--- config.mk ---
export PLATFORM = sky130hd
export DESIGN_NAME = int_vp_gen_mr
export DESIGN_NICKNAME = d
export VERILOG_FILES = /design/src/rtl/int_vp_pkg.sv /design/src/rtl/int_vp_ext_sync.sv /design/src/rtl/int_vp_gen_mr.sv
export SDC_FILE = /design/constraint.sdc
export NUM_CORES = 1
export LEC_CHECK = 0
export BUFFER_PORTS_ARGS = -buffer_cell sky130_fd_sc_hd__buf_2
export CAP_MARGIN = 20
export CORE_ASPECT_RATIO = 1.5
export CORE_UTILIZATION = 25
export CTS_BUF_LIST = sky130_fd_sc_hd__clkbuf_4 sky130_fd_sc_hd__clkbuf_8
export CTS_CLUSTER_SIZE = 14
export DETAILED_ROUTE_END_ITERATION = 12
export SLEW_MARGIN = 20
export SYNTH_ARGS = -nofsm -noshare
export SYNTH_HDL_FRONTEND = slang
export SYNTH_HIERARCHICAL = 1
export SYNTH_SLANG_ARGS = --single-unit
--- constraint.sdc ---
create_clock -name clk -period 1.8 [get_ports clk]
set_clock_uncertainty 0.1 [all_clocks]
set_input_delay 0.18 -clock clk [delete_from_list [all_inputs] [get_ports clk]]
set_output_delay 0.18 -clock clk [all_outputs]
set_load 0.005 [all_outputs]
--- src/rtl/int_vp_pkg.sv ---
// int_vp_pkg -- shared constants and types for the internal VP generator.
//   Rate codes, default clocks-per-frame at 25 MHz, and the lock-state enum.
package int_vp_pkg;

  // Frame-rate codes carried on rate_sel
  localparam logic [1:0] RATE_50   = 2'd0;
  localparam logic [1:0] RATE_5994 = 2'd1;
  localparam logic [1:0] RATE_60   = 2'd2;
  localparam logic [1:0] RATE_48   = 2'd3;

  // Default clocks per frame for a 25 MHz clock
  localparam int unsigned P_50_DEF   = 500000;
  localparam int unsigned P_5994_DEF = 417084;
  localparam int unsigned P_60_DEF   = 416667;
  localparam int unsigned P_48_DEF   = 520833;

  // External-lock state machine states
  typedef enum logic [1:0] {
    FREE   = 2'd0,
    ACQ    = 2'd1,
    LOCKED = 2'd2
  } lock_state_t;

endpackage : int_vp_pkg

--- src/rtl/int_vp_ext_sync.sv ---
// int_vp_ext_sync -- brings the asynchronous ext_vp into the clk domain and
// produces a one-clock rising-edge pulse.
//   clk      : system clock
//   rst_n    : asynchronous active-low reset
//   ext_vp   : external VP, asynchronous, active-high
//   ext_edge : registered 1-clk pulse, 3 clocks after the ext_vp rise
module int_vp_ext_sync (
  input  logic clk,
  input  logic rst_n,
  input  logic ext_vp,
  output logic ext_edge
);

  logic sync_1;
  logic sync_2;
  logic sync_3;

  // Two-flop synchroniser, one history flop, registered edge detect
  always_ff @(posedge clk or negedge rst_n) begin
    if (!rst_n) begin
      sync_1   <= 1'b0;
      sync_2   <= 1'b0;
      sync_3   <= 1'b0;
      ext_edge <= 1'b0;
    end else begin
      sync_1   <= ext_vp;
      sync_2   <= sync_1;
      sync_3   <= sync_2;
      ext_edge <= sync_2 & ~sync_3;
    end
  end

endmodule : int_vp_ext_sync

--- src/rtl/int_vp_gen_mr.sv ---
// int_vp_gen_mr -- internal vertical-pulse generator with selectable frame
// rate and optional lock to an external VP.
//   clk      : 25 MHz clock
//   rst_n    : asynchronous active-low reset
//   rate_sel : frame rate code (0=50, 1=59.94, 2=60, 3=48 Hz), taken at frame end
//   ext_vp   : external VP, asynchronous, active-high
//   vp       : internal VP pulse, PW clocks wide
//   locked   : high while locked to ext_vp
//   phase    : current frame counter value
// Build option: define INT_VP_EXTLOCK_EN to include the external-lock logic;
// without it ext_vp is ignored, locked is 0 and the block free-runs.
module int_vp_gen_mr
  import int_vp_pkg::*;
#(
  parameter int unsigned CNT_W  = 20,
  parameter int unsigned P_50   = P_50_DEF,
  parameter int unsigned P_5994 = P_5994_DEF,
  parameter int unsigned P_60   = P_60_DEF,
  parameter int unsigned P_48   = P_48_DEF,
  parameter int unsigned PW     = 1,
  parameter int unsigned TOL    = 16
) (
  input  logic             clk,
  input  logic             rst_n,
  input  logic [1:0]       rate_sel,
  input  logic             ext_vp,
  output logic             vp,
  output logic             locked,
  output logic [CNT_W-1:0] phase
);

  // Terminal counts (period - 1) per rate
  localparam logic [CNT_W-1:0] LAST_50   = CNT_W'(P_50 - 1);
  localparam logic [CNT_W-1:0] LAST_5994 = CNT_W'(P_5994 - 1);
  localparam logic [CNT_W-1:0] LAST_60   = CNT_W'(P_60 - 1);
  localparam logic [CNT_W-1:0] LAST_48   = CNT_W'(P_48 - 1);
  localparam logic [7:0]       PW_M1     = 8'(PW - 1);

  logic [CNT_W-1:0] qa;
  logic [1:0]       rate_q;
  logic [7:0]       width_cnt;
  logic [CNT_W-1:0] last_c;
  logic             tc_c;
  logic             resync_c;
  logic             trig_c;

  // Terminal count for the rate latched at the start of this frame
  always_comb begin
    last_c = LAST_50;
    case (rate_q)
      RATE_50:   last_c = LAST_50;
      RATE_5994: last_c = LAST_5994;
      RATE_60:   last_c = LAST_60;
      RATE_48:   last_c = LAST_48;
      default:   last_c = LAST_50;
    endcase
  end

  assign tc_c  = (qa == last_c);
  assign phase = qa;

`ifdef INT_VP_EXTLOCK_EN

  localparam logic [CNT_W-1:0] TOL_Q     = CNT_W'(TOL);
  localparam logic [CNT_W-1:0] WLO_50    = CNT_W'(P_50 - 1 - TOL);
  localparam logic [CNT_W-1:0] WLO_5994  = CNT_W'(P_5994 - 1 - TOL);
  localparam logic [CNT_W-1:0] WLO_60    = CNT_W'(P_60 - 1 - TOL);
  localparam logic [CNT_W-1:0] WLO_48    = CNT_W'(P_48 - 1 - TOL);

  logic             ext_edge;
  logic [CNT_W-1:0] win_lo_c;
  logic             in_win_c;
  lock_state_t      state;
  logic [1:0]       miss;
  logic             edge_seen;

  int_vp_ext_sync u_ext_sync (
    .clk      (clk),
    .rst_n    (rst_n),
    .ext_vp   (ext_vp),
    .ext_edge (ext_edge)
  );

  // Lower edge of the capture window for the current frame length
  always_comb begin
    win_lo_c = WLO_50;
    case (rate_q)
      RATE_50:   win_lo_c = WLO_50;
      RATE_5994: win_lo_c = WLO_5994;
      RATE_60:   win_lo_c = WLO_60;
      RATE_48:   win_lo_c = WLO_48;
      default:   win_lo_c = WLO_50;
    endcase
  end

  // Window wraps across the frame boundary: late tail or early head
  assign in_win_c = (qa >= win_lo_c) || (qa <= TOL_Q);
  assign resync_c = ext_edge;
  // An early resync (just after tc) would double-pulse, so it stays silent
  assign trig_c   = tc_c || (resync_c && (qa > TOL_Q));

  // Lock FSM with miss counter; an edge coincident with tc counts for that tc
  always_ff @(posedge clk or negedge rst_n) begin
    if (!rst_n) begin
      state     <= FREE;
      miss      <= 2'd0;
      edge_seen <= 1'b0;
      locked    <= 1'b0;
    end else begin
      if (tc_c) begin
        edge_seen <= 1'b0;
      end else if (ext_edge) begin
        edge_seen <= 1'b1;
      end

      if (ext_edge) begin
        miss <= 2'd0;
        case (state)
          FREE: begin
            state  <= ACQ;
            locked <= 1'b0;
          end
          ACQ: begin
            if (in_win_c) begin
              state  <= LOCKED;
              locked <= 1'b1;
            end
          end
          LOCKED: begin
            if (!in_win_c) begin
              state  <= ACQ;
              locked <= 1'b0;
            end
          end
          default: begin
            state  <= FREE;
            locked <= 1'b0;
          end
        endcase
      end else if (tc_c && !edge_seen) begin
        if (miss != 2'd3) begin
          miss <= miss + 2'd1;
        end
        // Second consecutive missed frame drops the lock
        if ((miss >= 2'd1) && (state != FREE)) begin
          state  <= FREE;
          locked <= 1'b0;
        end
      end
    end
  end

`else

  logic             unused_ext_vp;
  // TOL only shapes the capture window, which is not built here
  localparam int unsigned tol_unused = TOL;

  assign unused_ext_vp = ext_vp;
  assign resync_c      = 1'b0;
  assign trig_c        = tc_c;
  assign locked        = 1'b0;

`endif

  // Frame counter and rate latch; rate only changes at a frame boundary
  always_ff @(posedge clk or negedge rst_n) begin
    if (!rst_n) begin
      qa     <= '0;
      rate_q <= RATE_50;
    end else begin
      if (tc_c || resync_c) begin
        qa <= '0;
      end else begin
        qa <= qa + CNT_W'(1);
      end
      if (tc_c) begin
        rate_q <= rate_sel;
      end
    end
  end

  // Pulse stretcher; a retrigger reloads the width so pulses merge
  always_ff @(posedge clk or negedge rst_n) begin
    if (!rst_n) begin
      vp        <= 1'b0;
      width_cnt <= 8'd0;
    end else begin
      if (trig_c) begin
        vp        <= 1'b1;
        width_cnt <= PW_M1;
      end else if (vp) begin
        if (width_cnt == 8'd0) begin
          vp <= 1'b0;
        end else begin
          width_cnt <= width_cnt - 8'd1;
        end
      end
    end
  end

endmodule : int_vp_gen_mr

# --- Word level (Yosys, flattened, before mapping) ---
# Cells that the tools add are included.
word_totals:
  reg_bits: 31
  in_bits: 5
  output_inout_bits: 22
classes:
  addsub: 2
  eq_ne: 5
  mux: 8
  n_reduce_logical: 4
ops:
  columns: ["op", "count"]
  rows:
  - ["$pmux W20 S4", 1]
  - ["$mux W8", 3]
  - ["$add A20 B1 Y20 const B", 1]
  - ["$eq A20 B20 Y1", 1]
  - ["$mux W20", 1]
  - ["$logic_not A8 Y1", 1]
  - ["$sub A8 B1 Y8 const B", 1]
  - ["$eq A2 B2 Y1 const B", 2]
  - ["$mux W1", 3]
  - ["$eq A2 B1 Y1 const B", 1]
  - ["$logic_not A2 Y1", 1]
  - ["$ne A2 B2 Y1 const B", 1]
  - ["$reduce_and A2 Y1", 1]
  - ["$reduce_bool A2 Y1", 1]

# --- Logic depth before layout (Yosys ltp) ---
depth:
  word_depth: 5
  depth_mapped: 9
  mapped_depth_nobuf: 7

# --- Worst setup path before layout ---
# Ideal clock, no wire load.
synth_path:
  kind: "register to register"
  start: "reg rate_q[0]"
  end: "reg qa[0], in the netlist phase[0]"
  arrival_time_ns: 1.581
  required_ns: 1.574
  slack_ns: -0.007
  path_stages_with_launch: 9
  path_buffers: 2
  cell_sequence: "dfrtp_1 -> inv_1 -> ha_1 -> nor3_1 -> a21oi_1 -> nor3_2 -> buf_4 -> buf_6 -> nor2_1"
synth_between:
  elab_chain_cells: 4
  elab_cells_between_ends: 7
  cone_classes: "eq/ne (4); mux (2); reduce/logical (1)"
synth_lines:
  columns: ["element", "line", "source"]
  rows:
  - ["start: declaration", "int_vp_gen_mr.sv:40", "logic [1:0] rate_q;"]
  - ["start signal: assignment", "int_vp_gen_mr.sv:178", "rate_q <= rate_sel;"]
  - ["$eq A2 B2 Y1 (tied with other cells)", "int_vp_gen_mr.sv:50", "case (rate_q)"]
  - ["$pmux W20 S4 (*)", "int_vp_gen_mr.sv:50", null]
  - ["$eq A20 B20 Y1 (*)", "int_vp_gen_mr.sv:59", "assign tc_c = (qa == last_c);"]
  - ["$mux W20 (*)", "int_vp_gen_mr.sv:172", "if (tc_c || resync_c) begin"]
  - ["end signal: assignment", "int_vp_gen_mr.sv:175", "qa <= qa + CNT_W'(1);"]
  - ["end: declaration", "int_vp_gen_mr.sv:39", "logic [CNT_W-1:0] qa;"]
# Mark *: on every way between the ends. The rest lies on a longest branch, timed or not. The select of a mux whose other input is x is not followed.
# A chain may end at the register's enable or synchronous reset.

# --- Worst setup path after layout ---
layout_path:
  start: "reg rate_q[0]"
  end: "reg rate_q[1]"
layout_between:
  elab_chain_cells: 3
  elab_cells_between_ends: 6
  cone_classes: "eq/ne (4); mux (1); reduce/logical (1)"
layout_lines:
  columns: ["element", "line"]
  rows:
  - ["$eq A2 B2 Y1 (tied with other cells)", "int_vp_gen_mr.sv:50"]
  - ["$pmux W20 S4 (*)", "int_vp_gen_mr.sv:50"]
  - ["$eq A20 B20 Y1 (*)", "int_vp_gen_mr.sv:59"]
# Marked as above.

==> impl_results.md <==
- Fin area: around 2400 um2
- Root buffer cell: clkbuf_8
- Post-synth net total: 183
- Global Route Usage Sum: ~13%
- Clock Sinks: 31
- Post-place setup slack: -0.356 ns
- First-pass GRT wire length: 6.56 mm
- Nets: around 250
- Main combinational cell family by area after synthesis: simple AND/OR/NAND/NOR gates
- Fraction of layout cells with a size suffix above 1: 41.2%
- Final Hold Fails: 0
- Top FF cell, synth: dfrtp_1
- Worst hold margin: around 0.047 ns
- CTS tree: done
- Setup CP Type: reg2reg
- Worst vdd ir: between 200 and 250 uV
- Share of Yosys cell area claimed by the top area cell type: a little under half
- Seq/Total Area, Yosys: between 40 and 50%
- Met2 WL: approximately 2.2 mm
- Clock Latency Late Sink: 0.28 ns
- Die H: 102 um
- Clock transition at the registers of the reported paths: approximately 0.070 ns
- Fraction of power consumed by the clock network: 46.2%
- Die Wd: approximately 69 um
- Failing checks: negative setup slack
- Fmax: approximately 490 MHz
- Slew headroom: between 50% and 60%
- Ports: 27
- Total power: between 0.001 and 0.0015 W
- Reg-to-reg slack, setup: -0.22 ns
- # diodes: 0
- Number of global-route vias before repair: approximately 1500
- Initial core utilization: 25.8%
- TritonCTS Buffers: 5
- Post-Synthesis Cell Area: roughly 1700 um2
- Final slew viol count: 0
- Crit path from: rate_q[0]
- Seq cells post-synth: 31
- # DRC: 0
- Leak: about 1.2 nW
- Switching pwr: ~0.00027 W
- Post-synth cell types: 30
- Final period utilization: 112%
- Hold path startpoint: rate_sel[1]
- Uppermost routed layer: met4
- Synth area leaders: dfrtp_1 (47%), nor2_1 (7.9%), xor2_1 (7.4%)
- WL final: roughly 4.1 mm
- Outcome: finished, violations left
- Adder-Cell Fraction of Synth Area: 5.27%
- Multi-input logic area: about 930 um2
- Max_cap viols: 0
- Crit Reg-Reg Startpoint: rate_q[0]
- Wire length on met3: ~160 um
- Final setup violating endpoints: 30
- Period minus WS final: between 2 and 2.5 ns
- Fillers: between 600 and 700
- Top cells by count, synth: nor2_1 (35), dfrtp_1 (31), xor2_1 (14)
- Critical Path AT: roughly 2.1 ns
- Antenna-violating nets left: 0
- Simple-gate share of the synthesized area: between 20% and 30%
- Initial DRC count: 29
- Crit path launch type: register
- WL met1: approximately 1.5 mm
- DP Area: 2040 um2
- Gate Count Post-Synth: 171
- Logic pwr share: 1.4%
- Fin worst setup slack: -0.225 ns
- Reg2Reg Depth: 7
- CTS H-tree lvls: 2
- Post-synth EDFFs: 0
- Sequential share of power: between 50% and 60%
- Worst Path Max Fanout: 6
- Largest net degree at the start of global routing: 32
- Vias per cell: 4.53
- Finished Core Util: between 30% and 40%
- Drt pass-1 iters: 4
- HP Class: in2reg
- PortBufs: 24
- Worst r2r dst: rate_q[1]
- YS warnings: 6
- Total grt overflow: 0
- Pwr/cell area: ~550 nW/um2
- Rows: 36
- Post-DR wirelength/cell: between 10 and 15 um
- Worst Hold Depth: 2
- Async SR Flop Fraction: 100%
- Core Footprint: ~6400 um2
- Internal: approximately 0.0011 W
- Synth Area in XOR/XNOR: between 10% and 20%
- Least-Margin Pin Slew: slightly below 0.7 ns
- DR vias: around 1400
- FF/Latch Area: 777 um2
- Compound-Gate Fraction of Synth Area: under 10%
- Average size of a mapped cell: between 9 and 10 um2
- Net Sw Frac: 20.0%
- Dpl hpwl: ~2.8 mm
- Clock Tree Buf Depth: 2
- Crit path required time: approximately 1.9 ns
- Global placement routability congestion: approximately 0.77
- Initial antenna violation count: 0
- Area leader, netlist: dfrtp_1
- Mux cell area share after synthesis: under 10%
- CP endpoint: rate_q[1]
- Top-count cell post-synth: nor2_1
- Critical Path Sink Type: register
- Area delta synth->final: 45.0%
- RSZ-0062 raised after global routing: true
- Die area: roughly 7000 um2
## per-stage QoR
stage | TNS [ns] | cells
CTS | -4.85 | 310
global route | -6.42 | 314
finish | -4.16 | 314
floorplan | 0 | 171
detailed placement | -9.22 | 294
global placement | -8.41 | 294
## cell families after synthesis
logic type      Yosys count
other cells               1
fa+ha+maj                 7
simple gates             81
compound gates           10
xor+xnor                 26
flops                    31
mux                       2
buf+inv                  13
## worst max-delay path, cell delays in order (launching register included)
cell	delay [ns]
dfrtp_2	0.43
ha_2	0.24
nand2b_1	0.06
o22ai_1	0.20
o2111ai_2	0.19
nor3_4	0.23
buf_6	0.15
mux2_4	0.30
## what timing repair did
action / in CTS / in global routing
resized for setup: 12 / 27
pin swaps: 4 / 10
hold endpoints to repair: 31 / 0
setup buffers: 6 / 5
endpoints found under the setup margin: 30 / 31
hold buffers: 1 / 0
cloned: 2 / 1
## worst min path at each step
stage	endpoint
2_1_floorplan	phase[0]
3_5_place_dp	vp
4_1_cts	rate_q[1]
5_1_grt	rate_q[0]
6_report	rate_q[1]
3_3_place_gp	vp
## power groups by stage
stage	clock, W	sequential, W	combinational [W]
final	0.000615	0.000697	0.0000185
after global routing	0.000664	0.000696	0.0000231
after CTS	0.000634	0.000697	0.0000199
after detailed placement	0	0.000710	0.0000181
after global placement	0	0.000710	0.0000180
after floorplan	0	0.000710	0.00000206
## routing by layer
layer / vias to the layer above / global-route usage (%)
met4: 0 / 8.81
met2: 27 / 21.6
li1: 697 / -
met1: 687 / 13.9
met3: 11 / 2.57
met5: - / 0
## cell usage in the layout, fill, tap and decap left out, types with 2 or more instances in the layout
cell type,synthesis,final
ha_4,0,2
nor3_4,0,2
nand3_1,8,7
nor2_4,0,2
nand4_1,5,5
xnor2_1,12,12
nor2_1,35,30
nand2b_1,3,3
o22ai_1,3,3
ha_1,7,3
mux2_4,0,2
nor3_2,1,2
inv_2,0,2
buf_6,3,5
ha_2,0,2
clkbuf_8,0,7
a21oi_1,2,2
nor2b_1,2,2
nand2_1,12,11
inv_1,6,4
dfrtp_1,31,30
buf_2,2,24
buf_4,2,34
nor3_1,9,6
nor2_2,0,3
xor2_1,14,14
## cell type report
class / count / share of cell area [%]
multi-input combinational: 127 / 38.5
sequential: 31 / 32.3
timing repair buffer: 66 / 20.0
clock buffer: 8 / 4.31
tap: 76 / 3.95
inverter: 6 / 0.935
## sequential cells by signal (all words and copies together) (netlist names)
name	flops
phase	20
rate_q	2
vp	1
width_cnt	8
Power figures use the tool's default switching activity.
